<file path="config.mk">
export PLATFORM = sky130hd
export DESIGN_NAME = prga_decrypt
export DESIGN_NICKNAME = d
export VERILOG_FILES = /design/src/rtl/rc4_pkg.sv /design/src/rtl/prga_decrypt.sv
export SDC_FILE = /design/constraint.sdc
export NUM_CORES = 1
export LEC_CHECK = 0
export BUFFER_PORTS_ARGS = -buffer_cell sky130_fd_sc_hd__buf_4
export CORE_MARGIN = 4
export CORE_UTILIZATION = 25
export DETAILED_ROUTE_END_ITERATION = 8
export HOLD_SLACK_MARGIN = 0.02
export SLEW_MARGIN = 25
export SYNTH_ARGS = -nofsm -noshare
export SYNTH_HDL_FRONTEND = slang
export SYNTH_SLANG_ARGS = --single-unit
</file>
<file path="constraint.sdc">
create_clock -name clk -period 3.5 [get_ports clk]
set_input_delay 0.525 -clock clk [delete_from_list [all_inputs] [get_ports clk]]
set_output_delay 0.525 -clock clk [all_outputs]
set_load 0.005 [all_outputs]
</file>
<file path="src/rtl/rc4_pkg.sv">
// Shared RC4 definitions: S-array geometry, byte type, default message geometry
// and the keystream engine state encoding.
package rc4_pkg;

   localparam int S_DEPTH     = 256;
   localparam int DEF_MSG_LEN = 32;
   localparam int DEF_MSG_AW  = 5;

   typedef logic [7:0] rc4_byte_t;

   typedef enum logic [3:0] {
      ST_IDLE,
      ST_INIT,
      ST_INC_I,
      ST_WAIT_SI,
      ST_LATCH_SI,
      ST_ADDR_SJ,
      ST_WAIT_SJ,
      ST_LATCH_SJ,
      ST_WR_SI,
      ST_WR_SJ,
      ST_ADDR_F,
      ST_WAIT_F,
      ST_LATCH_F,
      ST_WR_RAM,
      ST_NEXT,
      ST_DONE
   } prga_state_t;

endpackage

</file>
<file path="src/rtl/prga_decrypt.sv">
// RC4 keystream engine: swaps S[i]/S[j], XORs S[S[i]+S[j]] into each ROM byte.
// 13 cycles per byte; start is ignored outside IDLE; outputs are all registered.
module prga_decrypt
   import rc4_pkg::*;
#(
   parameter int MSG_LEN = DEF_MSG_LEN,
   parameter int MSG_AW  = DEF_MSG_AW
) (
   input  logic              clk,
   input  logic              reset_n,
   input  logic              start,
   output logic [7:0]        s_addr,
   output logic [7:0]        s_wdata,
   output logic              s_wren,
   input  logic [7:0]        s_rdata,
   output logic [MSG_AW-1:0] rom_addr,
   input  logic [7:0]        rom_rdata,
   output logic [MSG_AW-1:0] ram_addr,
   output logic [7:0]        ram_wdata,
   output logic              ram_wren,
   output logic              finished
);

   localparam logic [MSG_AW-1:0] K_LAST = MSG_AW'(MSG_LEN - 1);

   prga_state_t       state;
   prga_state_t       state_nxt;
   rc4_byte_t         i;
   rc4_byte_t         j;
   rc4_byte_t         si;
   rc4_byte_t         sj;
   rc4_byte_t         f;
   rc4_byte_t         enc;
   logic [MSG_AW-1:0] k;

   always_ff @(posedge clk or negedge reset_n) begin
      if (!reset_n) state <= ST_IDLE;
      else          state <= state_nxt;
   end

   always_comb begin
      state_nxt = state;
      case (state)
         ST_IDLE:     if (start) state_nxt = ST_INIT;
         ST_INIT:     state_nxt = ST_INC_I;
         ST_INC_I:    state_nxt = ST_WAIT_SI;
         ST_WAIT_SI:  state_nxt = ST_LATCH_SI;
         ST_LATCH_SI: state_nxt = ST_ADDR_SJ;
         ST_ADDR_SJ:  state_nxt = ST_WAIT_SJ;
         ST_WAIT_SJ:  state_nxt = ST_LATCH_SJ;
         ST_LATCH_SJ: state_nxt = ST_WR_SI;
         ST_WR_SI:    state_nxt = ST_WR_SJ;
         ST_WR_SJ:    state_nxt = ST_ADDR_F;
         ST_ADDR_F:   state_nxt = ST_WAIT_F;
         ST_WAIT_F:   state_nxt = ST_LATCH_F;
         ST_LATCH_F:  state_nxt = ST_WR_RAM;
         ST_WR_RAM:   state_nxt = ST_NEXT;
         ST_NEXT:     state_nxt = (k == K_LAST) ? ST_DONE : ST_INC_I;
         ST_DONE:     state_nxt = ST_IDLE;
         default:     state_nxt = ST_IDLE;
      endcase
   end

   // Registers are loaded on entry to a state, so each state's outputs are
   // visible during that state and the 1-cycle memories are read in the WAIT states.
   always_ff @(posedge clk or negedge reset_n) begin
      if (!reset_n) begin
         i         <= '0;
         j         <= '0;
         k         <= '0;
         si        <= '0;
         sj        <= '0;
         f         <= '0;
         enc       <= '0;
         s_addr    <= '0;
         s_wdata   <= '0;
         s_wren    <= 1'b0;
         rom_addr  <= '0;
         ram_addr  <= '0;
         ram_wdata <= '0;
         ram_wren  <= 1'b0;
         finished  <= 1'b0;
      end else begin
         s_wren   <= 1'b0;
         ram_wren <= 1'b0;
         finished <= 1'b0;
         case (state_nxt)
            ST_INIT: begin
               i <= '0;
               j <= '0;
               k <= '0;
            end
            ST_INC_I: begin
               i      <= i + 8'd1;
               s_addr <= i + 8'd1;
               if (state == ST_NEXT) k <= k + 1'b1;
            end
            ST_LATCH_SI: begin
               si <= s_rdata;
               j  <= j + s_rdata;
            end
            ST_ADDR_SJ:  s_addr <= j;
            ST_LATCH_SJ: sj <= s_rdata;
            ST_WR_SI: begin
               s_addr  <= i;
               s_wdata <= sj;
               s_wren  <= 1'b1;
            end
            // When i==j this rewrites the same location with si, which equals sj.
            ST_WR_SJ: begin
               s_addr  <= j;
               s_wdata <= si;
               s_wren  <= 1'b1;
            end
            ST_ADDR_F: begin
               s_addr   <= si + sj;
               rom_addr <= k;
            end
            ST_LATCH_F: begin
               f   <= s_rdata;
               enc <= rom_rdata;
            end
            ST_WR_RAM: begin
               ram_addr  <= k;
               ram_wdata <= f ^ enc;
               ram_wren  <= 1'b1;
            end
            ST_DONE: finished <= 1'b1;
            default: ;
         endcase
      end
   end

endmodule

</file>
==> flow_summary_export.csv, run 1 <==
group,metric,value,unit
cells_and_area,syn_to_final_growth,19.9,%
run_status,outcome,"finished clean",
power,p_seq_share,39.7,%
cts,post_cts.repair.setup_buffers,0,
timing,maxSlewViolCount,0,
synthesis,synth_flop_cell,"dfrtp_1",
placed_design,dp_cells,718,
synthesis,yosysSeqAreaShare,50.3,%
timing,relSlewSlack,39.3,%
timing,grt_setup_unrepaired,"false",
drt,ant_nets,0,
setup_path,crit_path_max_fanout,15,
synthesis,synth-warning-count,0,
drt,drc_errors,0,
floorplan,start_util,25.7,%
run,cap_viol_max_count,0,
placed_design,placed_cell_area,0.00533,mm^2
synthesis,synth_area_per_cell,10.5,um^2
cts,cts_buffers,9,
global_routing,use_met2,19.1,%
synthesis,async_reset_ff_share,100,%
timing,period_share,67.1,%
placed_design,hpwl,8700,um
timing,worstMarginPinSlew,910,ps
cells_and_area,final_layout_size_suffix_gt1_share,22.4,%
global_routing,grt_max_degree,35,
synthesis,synth_edf_count,0,
cts,clkSlewWorstSetupHoldPaths,70,ps
cells_and_area,finish.net_count,538,
floorplan,core-area,0.0182,mm^2
power,p_clk_share,19.0,%
cts,cts_tree,"built",
hold_path,hold_class,"in -> async",
timing,hold_violations,0,
timing,skew,8.98,ps
timing,fmax,426,MHz
power,power_density,901,mW/mm^2
power,netSwitchingFraction,38.4,%
timing,setup_tns,0,ps
synthesis,ys_seq_elements,94,
power,pwr-share-comb,41.3,%
global_routing,busiest_layer,"met2",
setup_path,endpoint_kind,"register",
setup_path,crit_type,"reg -> reg",
setup_path,reg2reg_depth,8,
drt,routedWlPerCell,16.0,um
cts,root_buffer,"clkbuf_16",
drt,first_pass_iters,6,
cts,cts_hold_buffers,0,
drt,num_vias,3535,
setup_path,cp.required,3780,ps
power,peakVddDrop,0.295,mV
synthesis,ys_types,51,
cts,clockBufferDepth,2,
global_routing,grt-ovfl-total,0,
global_routing,grt_pass1_wl,19400,um
floorplan,io_pins,56,
cts,post_cts_resize_count,0,
timing,finalSetupViolCount,0,
synthesis,synth_cells,446,
power,internal_power,3.12,mW
power,switchingPower,1.94,mW
cells_and_area,diodes,0,
drt,initialDrtViolationCount,206,
global_routing,met1_usage,15.6,%
cts,cts_htree_levels,3,
global_routing,grt_usage,11.7,%
floorplan,rows,49,
placed_design,routabilityCongestion,0.839,
floorplan,die_w,145,um
cells_and_area,design_area,0.00561,mm^2
cts,insertion_delay,340,ps
global_routing,antenna_found_initial,0,
drt,viasPerCell,4.82,
placed_design,numPortBuffers,55,
timing,layout_min_cycle_time,2350,ps
synthesis,syn-num-nets,484,
floorplan,die-height,145,um
synthesis,syn_area,0.00468,mm^2
global_routing,grt_pass1_vias,3645,
setup_path,critical_path_arrival,2630,ps
cts,cts.sinks,94,
drt,drt-total-wl,11700,um
power,total_leakage_power,2.64,nW
floorplan,die-area,0.0210,mm^2
setup_path,start_kind,"register",
global_routing,met3_usage,1.81,%
cells_and_area,finalNonFillerCells,733,
==> through the flow <==
stage / hold WS, ps / utilization [%] / power (mW) / setup WS, ps
finish: 124 / 30.8 / 5.06 / 1150
global route: 167 / 30.8 / 5.47 / 913
CTS: 141 / 30.8 / 5.12 / 1140
detailed placement: 470 / 29.2 / 4.13 / 1150
global placement: 466 / 29.2 / 4.05 / 1190
floorplan: 229 / - / 3.39 / 1400
==> placed cells by master (no fill, tap or decap), types with 6 or more instances in the layout <==
| cell | instances |
|---|---|
| a21oi_1 | 19 |
| clkbuf_16 | 9 |
| dfrtp_1 | 94 |
| a22o_1 | 7 |
| nand2b_1 | 10 |
| mux2_2 | 31 |
| ha_1 | 17 |
| nor2_1 | 30 |
| nor3_1 | 6 |
| xnor2_1 | 11 |
| buf_4 | 60 |
| nand3_1 | 11 |
| nand2_1 | 78 |
| a21o_1 | 8 |
| xor2_1 | 7 |
| mux2i_1 | 6 |
| a22oi_1 | 10 |
| o21ai_0 | 25 |
==> state kept, by name, indices dropped and copies added (netlist names) <==
signal and flops:
sj 8, ram_wren 1, f 8, ram_addr 5, s_wren 1, j 8
finished 1, s_addr 8, ram_wdata 8, enc 8, k 5, i 8
rom_addr 5, state 4, si 8, s_wdata 8
==> cells by family (layout without fill, tap and decap cells) <==
logic type | count (synthesis) | after routing | synth area share (%)
xor+xnor | 18 | 18 | 3.37
flops | 94 | 94 | 50.3
buf+inv | 21 | 79 | 2.30
compound gates | 94 | 94 | 13.6
simple gates | 163 | 163 | 16.4
fa+ha+maj | 19 | 19 | 5.40
mux | 37 | 37 | 8.74
==> cell type report <==
type / instances / area, um^2
fillers: 1832 / 12600
flip-flops and latches: 94 / 2350
multi-input cells: 331 / 2220
repair buffers: 60 / 450
well taps: 229 / 287
clock buffers: 9 / 225
clock inverters: 6 / 61.3
inverters: 4 / 15.0
==> final timing paths <==
kind | end | slack, ps | startpoint
worst max register to register | s_addr[5]$_DFFE_PN0P_ | 1150 | k[0]$_DFFE_PN0P_
worst min register to register | s_wdata[2]$_DFFE_PN0P_ | 480 | s_wdata[2]$_DFFE_PN0P_
worst max-delay path | s_addr[5]$_DFFE_PN0P_ | 1150 | k[0]$_DFFE_PN0P_
min in group clk | si[0]$_DFFE_PN0P_ | 400 | s_rdata[0]
worst min-delay path | enc[5]$_DFFE_PN0N_ | 120 | reset_n
max in group asynchronous | sj[6]$_DFFE_PN0N_ | 2590 | reset_n
==> metal layers <==
metal | share of wire, % | up-vias | wire [um]
met3 | 3.0 | 15 | 352
met2 | 48 | 71 | 5660
li1 | - | 1697 | -
met4 | 2.2 | 0 | 261
met1 | 47 | 1752 | 5450
met5 | 0 | - | 0
==> Yosys cell counts, types with 2 or more instances <==
| master | number | area (um^2) |
|---|---|---|
| nor2b_1 | 3 | 18.8 |
| a211o_1 | 2 | 17.5 |
| nand2b_1 | 10 | 62.6 |
| dfrtp_1 | 94 | 2350 |
| ha_1 | 17 | 213 |
| a222oi_1 | 2 | 20.0 |
| and3_1 | 4 | 25.0 |
| a22oi_1 | 10 | 75.1 |
| a21o_1 | 8 | 60.1 |
| inv_1 | 4 | 15.0 |
| nand3b_1 | 3 | 22.5 |
| nor2_1 | 30 | 113 |
| nand2_1 | 78 | 293 |
| xor2_1 | 7 | 61.3 |
| o21ai_0 | 25 | 125 |
| a221oi_1 | 2 | 17.5 |
| nand3_1 | 11 | 55.1 |
| nand4_1 | 4 | 25.0 |
| a22o_1 | 7 | 61.3 |
| fa_1 | 2 | 40.0 |
| or3_1 | 2 | 12.5 |
| o21bai_1 | 2 | 15.0 |
| a21oi_1 | 19 | 95.1 |
| nor3_1 | 6 | 30.0 |
| buf_4 | 4 | 30.0 |
| buf_2 | 11 | 55.1 |
| mux2_2 | 31 | 349 |
| o211ai_1 | 2 | 15.0 |
| nor4_1 | 2 | 12.5 |
| clkbuf_1 | 2 | 7.51 |
| a211oi_1 | 4 | 30.0 |
| xnor2_1 | 11 | 96.3 |
| nor3b_1 | 4 | 30.0 |
| mux2i_1 | 6 | 60.1 |
==> critical path: stages, from the launching register on <==
cell and delay (ps):
dfrtp_1 430, ha_1 240, and3_1 180, ha_1 210, nand4b_2 260, o32a_2 370, nor4_1 420, nor4_1 90
nand3_1 80
==> power by group through the flow <==
stage	Clock [mW]	Combinational (mW)	Sequential [mW]
finish	0.961	2.09	2.01
global route	1.03	2.35	2.08
CTS	0.989	2.12	2.01
detailed placement	0	2.10	2.02
global placement	0	2.05	2.00
floorplan	0	1.55	1.84
Note: power is estimated with default switching activity, not from simulation.
==> run 2, diff against run 1 <==
clock period = 2 ns   (was 3.5 ns; I/O delays follow)
==> flow_summary_export.csv, run 2 (synthesis results as in run 1) <==
group,metric,value,unit
run_status,outcome,"finished clean",
cells_and_area,diodes,0,
timing,finalSetupViolCount,0,
setup_path,path_cells,"ha_2 -> and3_4 -> ha_4 -> nand4b_4 -> o32a_4 -> mux2_4 -> nand2_2 -> nand2_1",
setup_path,crit_start,"k[0]$_DFFE_PN0P_",
setup_path,crit_slowest_cell,"dfrtp_1",
global_routing,grt_max_degree,59,
cts,root_buffer,"clkbuf_16",
setup_path,slowest_delay,390,ps
timing,hold_violations,0,
global_routing,grt-ovfl-total,0,
hold_path,hold_class,"in -> reg",
floorplan,die-height,145,um
setup_path,r2r-end,"s_addr[1]$_DFFE_PN0P_",
setup_path,cp.required,2210,ps
floorplan,start_util,25.7,%
cells_and_area,final_cell_mix,"101 x buf_4, 91 x dfrtp_1, 77 x nand2_1",
power,p_seq_share,36.4,%
drt,initialDrtViolationCount,251,
drt,first_pass_iters,6,
drt,routedWlPerCell,15.8,um
hold_path,hold_start,"rom_rdata[0]",
drt,drt-total-wl,12300,um
power,p_clk_share,17.5,%
floorplan,die_w,145,um
setup_path,rr_startpoint,"k[0]$_DFFE_PN0P_",
cells_and_area,finish.net_count,582,
drt,drc_errors,0,
cells_and_area,final_layout_size_suffix_gt1_share,32.1,%
power,total_leakage_power,2.87,nW
setup_path,r2r_setup_slack,20,ps
floorplan,core-area,0.0182,mm^2
power,netSwitchingFraction,38.7,%
setup_path,start_kind,"register",
cts,insertion_delay,340,ps
cts,clkSlewWorstSetupHoldPaths,70,ps
timing,maxSlewViolCount,0,
floorplan,rows,49,
cells_and_area,syn_to_final_growth,30.1,%
setup_path,crit_type,"reg -> reg",
drt,ant_nets,0,
setup_path,cp_top_family,"simple AND/OR/NAND/NOR gates",
global_routing,grt_usage,12.0,%
run,cap_viol_max_count,0,
global_routing,grt_pass1_wl,19700,um
cts,cts_htree_levels,3,
setup_path,crit_cells,8,
setup_path,critical_path_arrival,2200,ps
power,pwr-share-comb,46.1,%
setup_path,endpoint_kind,"register",
power,peakVddDrop,0.481,mV
power,internal_power,5.86,mW
cells_and_area,final_common_cell,"buf_4",
global_routing,antenna_found_initial,0,
cts,clockBufferDepth,2,
timing,hold_ws,185,ps
cts,cts.sinks,94,
floorplan,io_pins,56,
cts,cts_buffers,9,
timing,fmax,504,MHz
timing,layout_min_cycle_time,1980,ps
drt,viasPerCell,4.75,
global_routing,grt_pass1_vias,3815,
timing,worstMarginPinSlew,497,ps
setup_path,crit_path_max_fanout,6,
placed_design,routabilityCongestion,0.879,
timing,skew,8.90,ps
cts,cts_tree,"built",
timing,period_share,99.2,%
floorplan,die-area,0.0210,mm^2
timing,grt_setup_unrepaired,"true",
setup_path,setup.worst_path.end,"s_addr[1]$_DFFE_PN0P_",
power,switchingPower,3.69,mW
drt,num_vias,3697,
placed_design,hpwl,9190,um
power,power_density,1570,mW/mm^2
timing,relSlewSlack,66.7,%
setup_path,reg2reg_depth,8,
placed_design,numPortBuffers,55,
setup_path,crit_buf_inv,0,
timing,setup_tns,0,ps
## run 2: final cells by class
type	instances	area, um^2
Fill cell	1789	12100
Sequential cell	94	2360
Multi-Input combinational cell	332	2350
Timing Repair Buffer	103	788
Tap cell	229	287
Clock buffer	10	239
Clock inverter	6	52.6
Inverter	4	15.0
## run 2: metal layers
metal | routed length (um) | GRT usage (%) | vias up
met5 | 0 | 0 | -
met4 | 256 | 4.86 | 0
met3 | 513 | 2.37 | 17
met2 | 6240 | 20.7 | 80
met1 | 5250 | 14.5 | 1802
li1 | - | - | 1798
## run 2: worst min-delay path by stage
stage                              end  slack, ps  cells after the start
floorplan           enc[0]$_DFFE_PN0N_          4                      0
global placement    enc[3]$_DFFE_PN0N_        240                      1
detailed placement  enc[3]$_DFFE_PN0N_        250                      1
CTS                 enc[3]$_DFFE_PN0N_        180                      2
global route        enc[1]$_DFFE_PN0N_        180                      2
finish              enc[0]$_DFFE_PN0N_        180                      2
## run 2: repair_timing
| item | CTS | global route |
|---|---|---|
| endpoints found under the setup margin | 10 | 19 |
| resized for setup | 5 | 22 |
| pin swaps | 1 | 3 |
| setup buffers | 0 | 2 |
| hold endpoints to repair | 26 | 0 |
| hold buffers | 1 | 0 |
| cloned | 1 | 0 |
## run 2: power by group through the flow
stage / logic [mW] / clock network [mW] / registers (mW)
final: 4.40 / 1.67 / 3.48
after floorplan: 2.74 / 0 / 3.23
after CTS: 4.31 / 1.72 / 3.46
after global placement: 4.15 / 0 / 3.44
after global routing: 4.86 / 1.79 / 3.60
after detailed placement: 4.24 / 0 / 3.49
## run 2: worst register-to-register path: cells and delay by family (launching register included)
family          cells  cell delay [ps]
simple gates        4              510
flops               1              390
fa+ha+maj           2              350
mux                 1              320
compound gates      1              290
## run 2: through the flow
stage / power [mW] / worst slack (ps) / cells / cell area (um^2) / utilization, %
after floorplan: 5.97 / 0.878 / 446 / 4700 / -
after global placement: 7.59 / -16.6 / 758 / 5660 / 31.1
after detailed placement: 7.73 / -103 / 758 / 5660 / 31.1
after CTS: 9.49 / 4.59 / 776 / 6000 / 32.9
after global routing: 10.3 / -52.3 / 778 / 6090 / 33.4
final: 9.55 / 15.9 / 778 / 6090 / 33.4
